--- config.mk ---
export PLATFORM = sky130hd
export DESIGN_NAME = mul_sched
export DESIGN_NICKNAME = d
export VERILOG_FILES = /design/src/rtl/mul_sched_pkg.sv /design/src/rtl/mul_sched_rr_arbiter.sv /design/src/rtl/mul_sched.sv
export SDC_FILE = /design/constraint.sdc
export NUM_CORES = 1
export LEC_CHECK = 0
export CAP_MARGIN = 30
export CORE_ASPECT_RATIO = 1.5
export CORE_MARGIN = 4
export CORE_UTILIZATION = 46
export DETAILED_ROUTE_END_ITERATION = 10
export GPL_ROUTABILITY_DRIVEN = 1
export PLACE_DENSITY = 0.76
export SETUP_SLACK_MARGIN = 0.15
export SLEW_MARGIN = 5
export SYNTH_ARGS = -nofsm -noshare
export SYNTH_HDL_FRONTEND = slang
export SYNTH_SLANG_ARGS = --single-unit
--- constraint.sdc ---
create_clock -name clk -period 3.2 [get_ports clk]
set_input_delay 0.64 -clock clk [delete_from_list [all_inputs] [get_ports clk]]
set_output_delay 0.64 -clock clk [all_outputs]
set_load 0.03 [all_outputs]
--- src/rtl/mul_sched_pkg.sv ---
// Shared constants and the product-stage entry type for the multiply scheduler.
// Entry fields are sized for the largest legal configuration and trimmed at use.
package mul_sched_pkg;

    localparam int unsigned DEF_WIDTH       = 8;
    localparam int unsigned DEF_NUM_REQ     = 4;
    localparam int unsigned DEF_PIPE_STAGES = 1;
    localparam int unsigned DEF_FIFO_DEPTH  = 4;

    localparam int unsigned MAX_WIDTH  = 32;
    localparam int unsigned MAX_ID_W   = 3;
    localparam int unsigned MAX_PROD_W = 2 * MAX_WIDTH;
    localparam int unsigned STAT_W     = 16;

    typedef struct packed {
        logic                  valid;
        logic [MAX_ID_W-1:0]   id;
        logic [MAX_PROD_W-1:0] prod;
    } stage_t;

    function automatic logic [STAT_W-1:0] sat_inc(input logic [STAT_W-1:0] v);
        return (&v) ? v : v + STAT_W'(1);
    endfunction

endpackage

--- src/rtl/mul_sched_rr_arbiter.sv ---
// Round-robin arbiter: one-hot grant plus index among active requests.
// Priority pointer moves to the slot after the granted one only when adv is high.
module rr_arbiter #(
    parameter int unsigned N  = 4,
    parameter int unsigned IW = 2
) (
    input  logic          clk,
    input  logic          rst_n,
    input  logic [N-1:0]  req,
    input  logic          adv,
    output logic [N-1:0]  gnt_c,
    output logic [IW-1:0] idx_c
);

    logic [IW-1:0] ptr_q;
    logic [IW-1:0] ptr_d;
    logic [IW-1:0] pos;
    logic          found;

    // Scan from the pointer, wrapping modulo N, and take the first request.
    always_comb begin
        gnt_c = '0;
        idx_c = '0;
        found = 1'b0;
        pos   = '0;
        for (int unsigned off = 0; off < N; off++) begin
            pos = IW'((32'(ptr_q) + off) % N);
            if (!found && req[pos]) begin
                found      = 1'b1;
                gnt_c[pos] = 1'b1;
                idx_c      = pos;
            end
        end
        ptr_d = ptr_q;
        if (adv) begin
            ptr_d = (idx_c == IW'(N - 1)) ? '0 : idx_c + IW'(1);
        end
    end

    always_ff @(posedge clk or negedge rst_n) begin
        if (!rst_n) begin
            ptr_q <= '0;
        end else begin
            ptr_q <= ptr_d;
        end
    end

endmodule

--- src/rtl/mul_sched.sv ---
// Credit-based scheduler sharing one external multiplier among NUM_REQ requesters.
// Define MUL_SCHED_STATS_EN to add per-requester accept counters (stat_sel/stat_cnt).
module mul_sched
    import mul_sched_pkg::*;
#(
    parameter int unsigned WIDTH       = DEF_WIDTH,
    parameter int unsigned NUM_REQ     = DEF_NUM_REQ,
    parameter int unsigned PIPE_STAGES = DEF_PIPE_STAGES,
    parameter int unsigned FIFO_DEPTH  = DEF_FIFO_DEPTH
) (
    input  logic                       clk,
    input  logic                       rst_n,
    input  logic [NUM_REQ-1:0]         req_valid,
    output logic [NUM_REQ-1:0]         req_ready,
    input  logic [NUM_REQ*WIDTH-1:0]   req_a,
    input  logic [NUM_REQ*WIDTH-1:0]   req_b,
    output logic [WIDTH-1:0]           mul_a,
    output logic [WIDTH-1:0]           mul_b,
    input  logic [2*WIDTH-1:0]         mul_p,
    output logic                       rsp_valid,
    input  logic                       rsp_ready,
    output logic [$clog2(NUM_REQ)-1:0] rsp_id,
    output logic [2*WIDTH-1:0]         rsp_prod
`ifdef MUL_SCHED_STATS_EN
    ,
    input  logic [$clog2(NUM_REQ)-1:0] stat_sel,
    output logic [STAT_W-1:0]          stat_cnt
`endif
);

    localparam int unsigned ID_W  = $clog2(NUM_REQ);
    localparam int unsigned AW    = $clog2(FIFO_DEPTH);
    localparam int unsigned CNT_W = AW + 1;
    localparam int unsigned OCC_W = $clog2(FIFO_DEPTH + PIPE_STAGES + 2);

    logic [NUM_REQ-1:0] gnt;
    logic [ID_W-1:0]    gnt_idx;
    logic [OCC_W-1:0]   occ;
    logic               credit;
    logic               accept;

    logic               op_v_q,  op_v_d;
    logic [ID_W-1:0]    op_id_q, op_id_d;
    logic [WIDTH-1:0]   op_a_q,  op_a_d;
    logic [WIDTH-1:0]   op_b_q,  op_b_d;

    stage_t             stage_q [PIPE_STAGES];
    stage_t             stage_d [PIPE_STAGES];

    stage_t             mem_q [FIFO_DEPTH];
    stage_t             mem_d [FIFO_DEPTH];
    logic [AW-1:0]      wr_q, wr_d;
    logic [AW-1:0]      rd_q, rd_d;
    logic [CNT_W-1:0]   cnt_q, cnt_d;
    logic               push;
    logic               pop;
    stage_t             head;
    logic               unused_head;

    rr_arbiter #(
        .N  (NUM_REQ),
        .IW (ID_W)
    ) u_arb (
        .clk   (clk),
        .rst_n (rst_n),
        .req   (req_valid),
        .adv   (accept),
        .gnt_c (gnt),
        .idx_c (gnt_idx)
    );

    // Every entry between acceptance and FIFO pop holds a credit.
    always_comb begin
        occ = OCC_W'(cnt_q) + OCC_W'(op_v_q);
        for (int unsigned s = 0; s < PIPE_STAGES; s++) begin
            occ = occ + OCC_W'(stage_q[s].valid);
        end
    end

    assign credit    = rst_n && (occ < OCC_W'(FIFO_DEPTH));
    assign req_ready = gnt & {NUM_REQ{credit}};
    assign accept    = |(req_valid & req_ready);

    // Operand register keeps its last operands when nothing is accepted.
    always_comb begin
        op_v_d  = accept;
        op_id_d = op_id_q;
        op_a_d  = op_a_q;
        op_b_d  = op_b_q;
        if (accept) begin
            op_id_d = gnt_idx;
            op_a_d  = req_a[32'(gnt_idx) * WIDTH +: WIDTH];
            op_b_d  = req_b[32'(gnt_idx) * WIDTH +: WIDTH];
        end
    end

    assign mul_a = op_a_q;
    assign mul_b = op_b_q;

    always_comb begin
        stage_d          = stage_q;
        stage_d[0].valid = op_v_q;
        stage_d[0].id    = MAX_ID_W'(op_id_q);
        stage_d[0].prod  = MAX_PROD_W'(mul_p);
        for (int unsigned s = 1; s < PIPE_STAGES; s++) begin
            stage_d[s] = stage_q[s-1];
        end
    end

    assign push      = stage_q[PIPE_STAGES-1].valid;
    assign rsp_valid = (cnt_q != '0);
    assign pop       = rsp_valid && rsp_ready;

    // Result FIFO; credits guarantee a push never lands on a full FIFO without a pop.
    always_comb begin
        mem_d = mem_q;
        wr_d  = wr_q;
        rd_d  = rd_q;
        cnt_d = cnt_q;
        if (push) begin
            mem_d[wr_q] = stage_q[PIPE_STAGES-1];
            wr_d        = wr_q + AW'(1);
        end
        if (pop) begin
            rd_d = rd_q + AW'(1);
        end
        if (push && !pop) begin
            cnt_d = cnt_q + CNT_W'(1);
        end else if (!push && pop) begin
            cnt_d = cnt_q - CNT_W'(1);
        end
    end

    assign head        = mem_q[rd_q];
    assign rsp_id      = head.id[ID_W-1:0];
    assign rsp_prod    = head.prod[2*WIDTH-1:0];
    assign unused_head = ^{head.valid, head.id, head.prod};

    always_ff @(posedge clk or negedge rst_n) begin
        if (!rst_n) begin
            op_v_q  <= 1'b0;
            op_id_q <= '0;
            op_a_q  <= '0;
            op_b_q  <= '0;
            stage_q <= '{default: '0};
            mem_q   <= '{default: '0};
            wr_q    <= '0;
            rd_q    <= '0;
            cnt_q   <= '0;
        end else begin
            op_v_q  <= op_v_d;
            op_id_q <= op_id_d;
            op_a_q  <= op_a_d;
            op_b_q  <= op_b_d;
            stage_q <= stage_d;
            mem_q   <= mem_d;
            wr_q    <= wr_d;
            rd_q    <= rd_d;
            cnt_q   <= cnt_d;
        end
    end

`ifdef MUL_SCHED_STATS_EN
    logic [STAT_W-1:0] scnt_q [NUM_REQ];
    logic [STAT_W-1:0] scnt_d [NUM_REQ];

    always_comb begin
        scnt_d = scnt_q;
        if (accept) begin
            scnt_d[gnt_idx] = sat_inc(scnt_q[gnt_idx]);
        end
    end

    always_ff @(posedge clk or negedge rst_n) begin
        if (!rst_n) begin
            scnt_q <= '{default: '0};
        end else begin
            scnt_q <= scnt_d;
        end
    end

    always_comb begin
        stat_cnt = '0;
        if (32'(stat_sel) < NUM_REQ) begin
            stat_cnt = scnt_q[stat_sel];
        end
    end
`endif

endmodule

Yosys cells after proc, flatten, opt, wreduce, memory -nomap -nowiden
Index checks and enable logic that the tools add are counted.
- add/subtract/negate cells: 10
- $lt $le $gt $ge: 12
- equality and inequality tests: 1
- shift operators: 2
- multiplexer cells: 36
- bitwise logic cells: 7
- reductions and logical operators: 20
- operator list (operator ; count):
    bitwise mux 272 bit ; 1
    binary-select mux 68 bit (select 2 bit) ; 1
    demux 68 bit (select 2 bit) ; 1
    two-way mux 66 bit ; 2
    two-way mux 68 bit ; 1
    variable part select 32 x 6 -> 8 bit ; 2
    two-way mux 4 bit ; 4
    logical AND 1 bit ; 12
    < comparator 2 x 3 -> 1 bit, second input constant ; 4
    OR 4 bit ; 3
    two-way mux 1 bit ; 11
    two-way mux 2 bit ; 5
    adder 2 x 1 -> 2 bit, second input constant ; 4
    AND 4 bit ; 2
    binary-select mux 1 bit (select 2 bit) ; 4
    demux 1 bit (select 2 bit) ; 4
    >= comparator 2 x 1 -> 1 bit, second input constant ; 4
    adder 3 x 1 -> 3 bit ; 2
    >= comparator 3 bit, second input constant ; 2
    two-way mux 3 bit ; 2
    inverter 2 -> 3 bit ; 2
    logical NOT 1 bit ; 5
    adder 2 bit, second input constant ; 2
    OR reduction 4 bit ; 1
    other kinds (7) ; 7
- flip-flop bits (word level): 319
- input bits: 87
- output and inout port bits: 39
- word-level logic and storage cells: 111

Logic depth before layout (Yosys ltp)
Gate-level depths: netlist of the first run.
- word-level depth: 15
- gate-level depth with buffers: 12
- depth with buffers taken out: 9

Hierarchy
From an unflattened synthesis of the first run, not the netlist that was laid out.
- cell total of the unflattened synthesis: 358
- area total of the unflattened synthesis: 5711.7 sq um
- by module, submodules not included (module ; instances ; cells an instance ; area an instance (sq um) ; seq. area each (sq um)):
    mul_sched ; 1 ; 295 ; 5165.0 ; 2927.8
    rr_arbiter ; 1 ; 63 ; 546.8 ; 50.0

Least setup slack after synthesis of the first run
Ideal clock, no wire load.
- path kind: flip-flop to flip-flop
- start: register u_arb.ptr_q[1]
- end: register op_a_q[0] (netlist: mul_a[0])
- library setup time: 0.125 ns
- arrival time: 3.018 ns
- required time: 3.075 ns
- setup slack: 0.057 ns
- stages on the path, launching flop included: 12
- path buffers: 3
- period minus slack after synthesis: 3.143 ns
- cell sequence: dfrtp_1 -> buf_2 -> inv_1 -> ha_1 -> buf_2 -> a21oi_1 -> nor2_1 -> a211oi_1 -> nor2_2 -> buf_2 -> mux4_2 -> mux2_4
- word-level cells in the longest chain between the ends: 15
- elaborated cells on any way between the ends: 55
- classes of those cells: 3 x add/sub; 8 x order compare; 1 x shift; 27 x mux; 5 x bitwise; 11 x reduce/logical
- ends and longest elaborated chain (item ; RTL line ; source):
    start, declared ; mul_sched_rr_arbiter.sv:15 ; logic [IW-1:0] ptr_q;
    start signal, assigned ; mul_sched_rr_arbiter.sv:44 ; ptr_q <= ptr_d;
    parallel branches: the longest is 15 deep, another holds < comparator 2 x 3 -> 1 bit ; -- ;
    end signal, assigned ; mul_sched.sv:153 ; op_a_q <= op_a_d;
    end, declared ; mul_sched.sv:44 ; logic [WIDTH-1:0] op_a_q, op_a_d;
Parallel ways; which one is timed is not known. The select of a mux whose other input is x is not followed.
A chain may end at the register's enable or synchronous reset.

Worst setup path after layout of the first run
- start: register u_arb.ptr_q[0]
- end: output req_ready[1]
- word-level cells in the longest chain between the ends: 13
- elaborated cells on any way between the ends: 48
- classes of those cells: 3 x add/sub; 8 x order compare; 23 x mux; 4 x bitwise; 10 x reduce/logical
- ends and longest elaborated chain (item ; RTL line ; source):
    parallel branches: the longest is 11 deep, another holds < comparator 2 x 3 -> 1 bit ; -- ;
    two-way mux 4 bit * ; mul_sched_rr_arbiter.sv:28 ; if (!found && req[pos]) begin
    AND 4 bit * ; mul_sched.sv:81 ; assign req_ready = gnt & {NUM_REQ{credit}};
    end, declared ; mul_sched.sv:14 ; output logic [NUM_REQ-1:0] req_ready,
Every way passes the cells marked *. The select of a mux whose other input is x is not followed.

==> impl_results.md, run 1 <==
- First-pass GRT wire length: 22.4 mm
- Worst-Margin Slew: 0.955 ns
- Clock slew at reported path FFs: 0.05 ns
- Internal power: 6020 uW
- Number of synthesized flops with an enable pin: 0
- Critical path class: flop to primary output
- Final WL: 13.5 mm
- Vias post-DR: 3826
- Largest net degree at the start of global routing: 120
- Clk pwr share: 19.6%
- Area of the multi-input gates: 0.00272 mm^2
- Core Region: 0.0124 mm^2
- Met2 Use GR: 37.2%
- Logic gate share of total power: 52.9%
- Final Critical Period: 3.20 ns
- Pre-CTS WS: -0.0797 ns
- Max cap viols: 0
- Die Width: 99.8 um
- Root Buffer: clkbuf_16
- Setup-failing EPs final: 0
- Yosys top cell by area: dfrtp_1
- First-pass DRT Iterations: 4
- Starting Density: 46.7%
- Critical path capture point type: primary output
- List of most frequent post-synthesis cells: 119 x dfrtp_1, 75 x mux2_2, 37 x mux4_2
- Clock Latency Late Sink: 0.40 ns
- Final Hold Fails: 0
- Largest family of logic cells by synthesized area: multiplexers
- Die area: 0.0145 mm^2
- Power per Cell Area: 1150 mW/mm^2
- Async S/R FF share, synth: 100%
- Count leader, synth: dfrtp_1
- Final Skew: 0.00592 ns
- Post-DP Area: 0.00740 mm^2
- 1st-iter DRT viols: 156
- Max incr delay on CP: 0.50 ns
- Rel. slew slack: 36.2%
- Cts hold-fix bufs: 0
- H-tree levels: 4
- Post-route antenna net violation count: 0
- RSZ-0062 raised after global routing: yes
- Number of global-route vias before repair: 4383
- Seq pwr share: 27.6%
- Register area: 0.00298 mm^2
- Average wire per standard cell: 18.9 um
- GRT busiest layer: met2
- Critical Path Start Type: flop
- CP Cell Sequence: inv_2, ha_4, mux4_2, or3b_1, a21oi_2, a221oi_2, buf_4, nor2_4, buf_6
- P_leak: 0.00358 uW
- Xor/xnor share of the synthesized area: 1.21%
- Max-slew violation count: 0
- Synthesized net count: 484
- Critical path required time: 2.56 ns
- Critical path launch point: u_arb.ptr_q[0]$_DFFE_PN0P_
- Residual DRC: 0
- N_diodes: 0
- Achievable Freq: 313 MHz
- Average size of a mapped cell: 15.2 um^2
- Initial antenna violation count: 0
- Clock tree buffer depth: 2
- DP HPWL: 9.59 mm
- Layout cells sized above 1: 39.1%
- M3 GR Usage: 4.46%
- Io pins: 126
- Via density per instance: 5.36
- Final period utilization: 99.9%
- Area Overhead vs Synth: 39.7%
- Status: finished clean
- Fillers: 923
- CTS tree: yes
- Top cell type's share of synthesized area: 51.2%
- #FFs+latches synth: 119
- Number of buffers created by CTS: 17
- Mux share of post-synthesis cell area: 34.4%
- Main synth FF type: dfrtp_1
- Clock Sinks: 119
- Worst hold slack: 0.354 ns
- Post-Synth Simple-Gate Area: 3.27%
- VDD IR max: 551 uV
- Post-synthesis sequential area ratio: 51.2%
- CP arrival: 2.56 ns
- Gpl congestion: 0.740
- Gr usage total: 19.9%
- Layout Nets: 648
- Worst Path Max Fanout: 2
- Rows: 50
- Mapped Area: 0.00581 mm^2
- Number of library cell types mapped by synthesis: 43
- Net Sw Power: 3290 uW
- Worst r2r src: u_arb.ptr_q[0]$_DFFE_PN0P_
- Worst Hold Class: input port to asynchronous set/reset pin
- Synth Area in Compound Gates: 4.01%
- Slowest stage cell, crit path: mux4_2
- Top cells by area, synth: dfrtp_1 51%, mux2_2 15%, mux4_2 14%
- Cell count after synthesis: 383
- Sw Share: 35.3%
- Die Height: 146 um
- Synth Warn #: 0
- Post-Synth Adder-Cell Area: 3.14%
- GRT met1 Usage: 22.0%
- Setup ws final: 0.00422 ns
- Grt total ovfl: 0
- Finished Cell Area: 0.00812 mm^2
- Port buffer count: 125
## power groups by stage
stage,clock network [uW],registers (uW),logic (uW)
after detailed placement,0,2590,4790
after global placement,0,2520,4690
after floorplan,0,2650,3110
final,1820,2570,4920
after global routing,1930,2660,5260
after CTS,1870,2570,4910
## cell families after synthesis
logic type	Yosys count
fa+ha+maj	14
simple gates	40
flops	119
mux	136
xor+xnor	8
buf+inv	34
compound gates	32
## worst paths after layout
check                                         to  slack [ns]  cells past startpoint
setup / recovery                    req_ready[1]       0.004                      9
hold / removal              mem_q[3]$_DFFE_PN0P_        0.35                      2
setup reg to reg            mul_a[4]$_DFFE_PN0P_        0.28                     11
hold reg to reg            stage_q[64]$_DFF_PN0_        0.38                      0
max in group asynchronous  stage_q[15]$_DFF_PN0_        2.38                      2
min in group clk           stage_q[64]$_DFF_PN0_        0.38                      0
## sequential cells by signal, indices dropped and copies added, names as in the netlist
name and flops:
mul_a 8, push 1, rd_q 2, cnt_q 3, u_arb.ptr_q 2, mem_q 72, stage_q 18, mul_b 8
op_id_q 2, op_v_q 1, wr_q 2
## routing by layer
metal	wire length (um)	part of all wire, %
met1	5000	37
met2	7780	58
met3	547	4.0
met4	186	1.4
met5	0	0
## critical path, delay by kind of cell (launching register included)
kind            cells  cell delay (ns)
compound gates      2             0.22
fa+ha+maj           1             0.28
buf+inv             3             0.35
flops               1             0.36
mux                 1             0.50
simple gates        2             0.45
## through the flow
stage / setup TNS [ns] / std cells / util [%] / power [uW]
2_1_floorplan: 0 / 383 / - / 5760
3_3_place_gp: -0.860 / 671 / 59.4 / 7220
3_5_place_dp: -1.08 / 671 / 59.4 / 7370
4_1_cts: -0.0141 / 708 / 64.7 / 9350
5_1_grt: -0.198 / 714 / 65.2 / 9850
6_report: 0 / 714 / 65.2 / 9310
## cell type report
class | instances | share of cell area, %
inverter | 13 | 0.601
clock inverter | 9 | 1.25
sequential | 119 | 36.7
timing repair buffer | 166 | 19.8
clock buffer | 21 | 5.80
tap | 156 | 2.40
multi-input combinational | 230 | 33.5
## cells in the final DEF (no fill, tap or decap), types with 10 or more instances in the layout
cell type        Yosys  routed
inv_1               11      10
dfrtp_1            119     119
mux2_4              16      16
mux2_2              75      75
nand2_1             15      15
clkdlybuf4s50_1      0     117
buf_4                1      37
clkbuf_16            0      17
mux4_2              37      37
ha_1                13      12
## repair_timing
action / CTS / global route
setup endpoints to repair: 4 / 13
buffers inserted: 7 / 5
gates resized for setup: 13 / 2
pin swaps: 6 / 3
(Power assumes the default switching activity.)
==> run 2: changes to the inputs <==
- GPL_ROUTABILITY_DRIVEN: 1 -> 0
==> impl_results.md, run 2 (synthesis gave the netlist of run 1 again) <==
- Status: finished, violations left
- Failing checks: negative setup slack
- Largest register FFs: 72 (unchanged)
- Critical path class: flop to primary output
- Largest net degree at the start of global routing: 78 (-35%)
- Final period utilization: 103% (+3.3 points)
- 1st-iter DRT viols: 200 (+28%)
- Worst-Margin Slew: 0.963 ns (+0.00794 ns)
- Layout cells sized above 1: 43.4% (+4.4 points)
- Power per Cell Area: 1180 mW/mm^2 (+2.7%)
- VDD IR max: 766 uV (+39%)
- Number of global-route vias before repair: 4414 (+0.71%)
- Number of buffers created by CTS: 17 (unchanged)
- CP arrival: 2.66 ns (+0.10 ns)
- Worst Hold Class: input port to asynchronous set/reset pin
- R2R Path End: mul_b[7]$_DFFE_PN0P_
- Tot Pwr: 10000 uW (+7.8%)
- First-pass GRT wire length: 22.3 mm (-0.53%)
- Commonest cells after routing, fill and taps aside: 117 x dfrtp_1, 116 x clkdlybuf4s50_1, 73 x mux2_2, 45 x buf_4, 37 x mux4_2
- Rel. slew slack: 35.7% (-0.53 points)
- Worst Path Max Fanout: 8 (+6)
- Max cap viols: 0 (unchanged)
- Setup-failing EPs final: 9 (+9)
- Final WL: 14.2 mm (+4.9%)
- Worst r2r src: u_arb.ptr_q[0]$_DFFE_PN0P_
- Clock slew at reported path FFs: 0.05 ns (about the same)
- Area of the multi-input gates: 0.00281 mm^2 (+3.4%)
- Die area: 0.0145 mm^2 (unchanged)
- Area Overhead vs Synth: 46.7%
- Grt total ovfl: 0 (unchanged)
- Clock tree buffer depth: 2 (unchanged)
- Rows: 50 (unchanged)
- Layout Nets: 669 (+3.2%)
- Final Hold Fails: 0 (unchanged)
- Clock Sinks: 119 (unchanged)
- Most common cell after layout, fill and taps aside: dfrtp_1
- Cts hold-fix bufs: 0 (unchanged)
- Die Width: 99.8 um (unchanged)
- DP HPWL: 9.01 mm (-6.1%)
- N_diodes: 0 (unchanged)
- Setup TNS Final: -0.178 ns (-0.178 ns)
- Post-route antenna net violation count: 0 (unchanged)
- Post-DP Area: 0.00738 mm^2 (-0.27%)
- Final Critical Period: 3.30 ns (+0.107 ns)
- Register area: 0.00298 mm^2 (about the same)
- Core Region: 0.0124 mm^2 (unchanged)
- Residual DRC: 0 (unchanged)
- RSZ-0062 raised after global routing: yes
- Fillers: 816 (-12%)
- Average wire per standard cell: 19.3 um (+1.8%)
- R2R Setup Slk: -0.01 ns (-0.29 ns)
- Final Skew: 0.00585 ns (-0.0000738 ns)
- Largest Register: mem_q
- Setup ws final: -0.102 ns (-0.107 ns)
- Initial antenna violation count: 0 (unchanged)
- Root Buffer: clkbuf_16
- Gr usage total: 19.6% (-0.22 points)
- Clock Latency Late Sink: 0.40 ns (about the same)
- Finished Cell Area: 0.00853 mm^2 (+5.0%)
- Io pins: 126 (unchanged)
- Critical Path Start Type: flop
- Reg2Reg Depth: 16 (+5)
- Die Height: 146 um (unchanged)
- Port buffer count: 125 (unchanged)
- Critical path capture point type: primary output
- CTS tree: yes
- P_leak: 0.00379 uW (+5.7%)
- Via density per instance: 5.41 (+0.89%)
- First-pass DRT Iterations: 4 (unchanged)
- H-tree levels: 4 (unchanged)
- Max-slew violation count: 0 (unchanged)
- Critical path required time: 2.56 ns (about the same)
- Achievable Freq: 303 MHz (-3.2%)
- Vias post-DR: 3979 (+4.0%)
- Largest regs: mem_q x72, stage_q x18
- Starting Density: 46.7% (unchanged)
-- run 2: worst max-delay path, stage by stage, from the launching register on --
cell and delay [ns]:
dfrtp_2 0.42, buf_4 0.14, buf_6 0.11, buf_12 0.13
mux4_2 0.49, buf_6 0.15, buf_4 0.14, a221oi_2 0.30
buf_4 0.19, nor2_4 0.03, buf_6 0.15
-- run 2: area by class of cell --
class | count | share of cell area [%]
multi-input cells | 230 | 32.9
repair buffers | 187 | 22.0
clock buffers | 23 | 5.84
flip-flops and latches | 119 | 35.0
clock inverters | 8 | 1.39
inverters | 13 | 0.602
well taps | 156 | 2.29
-- run 2: worst max-delay path by stage --
stage | from | end | slack (ns) | cells past startpoint
6_report | u_arb.ptr_q[0]$_DFFE_PN0P_ | req_ready[1] | -0.10 | 10
5_1_grt | u_arb.ptr_q[0]$_DFFE_PN0P_ | req_ready[1] | -0.16 | 10
4_1_cts | u_arb.ptr_q[0]$_DFFE_PN0P_ | req_ready[1] | -0.06 | 9
3_5_place_dp | req_valid[3] | mul_a[0]$_DFFE_PN0P_ | -0.06 | 9
3_3_place_gp | req_valid[3] | req_ready[0] | -0.01 | 9
2_1_floorplan | u_arb.ptr_q[1]$_DFFE_PN0P_ | mul_a[1]$_DFFE_PN0P_ | 0.18 | 11
-- run 2: stage by stage --
step           cells  worst slack [ns]  utilization, %  hold slack (ns)
2_1_floorplan    383             0.181               -            0.344
3_3_place_gp     670           -0.0103            59.2            0.360
3_5_place_dp     670           -0.0612            59.2            0.360
4_1_cts          716           -0.0620            65.6            0.374
5_1_grt          736            -0.160            68.5            0.170
6_report         736            -0.102            68.5            0.184
-- run 2: what timing repair did --
item / in CTS / in global routing
setup buffers: 15 / 16
gates resized for setup: 17 / 34
pin swaps: 5 / 6
setup endpoints to repair: 4 / 38
gates cloned: 0 / 2
-- run 2: power by group --
part | total (uW) | internal [uW] | switching, uW
sequential | 2590 | 2180 | 414
combinational | 5510 | 3040 | 2470
clock | 1940 | 1320 | 623
-- run 2: per-layer routing --
layer	vias to the layer above	share of wire [%]	routed length, um	track usage [%]
met1	2042	38	5400	22.0
met4	0	2.4	347	8.68
li1	1790	-	-	-
met3	29	3.9	551	4.75
met2	118	56	7890	34.8
met5	-	0	0	0
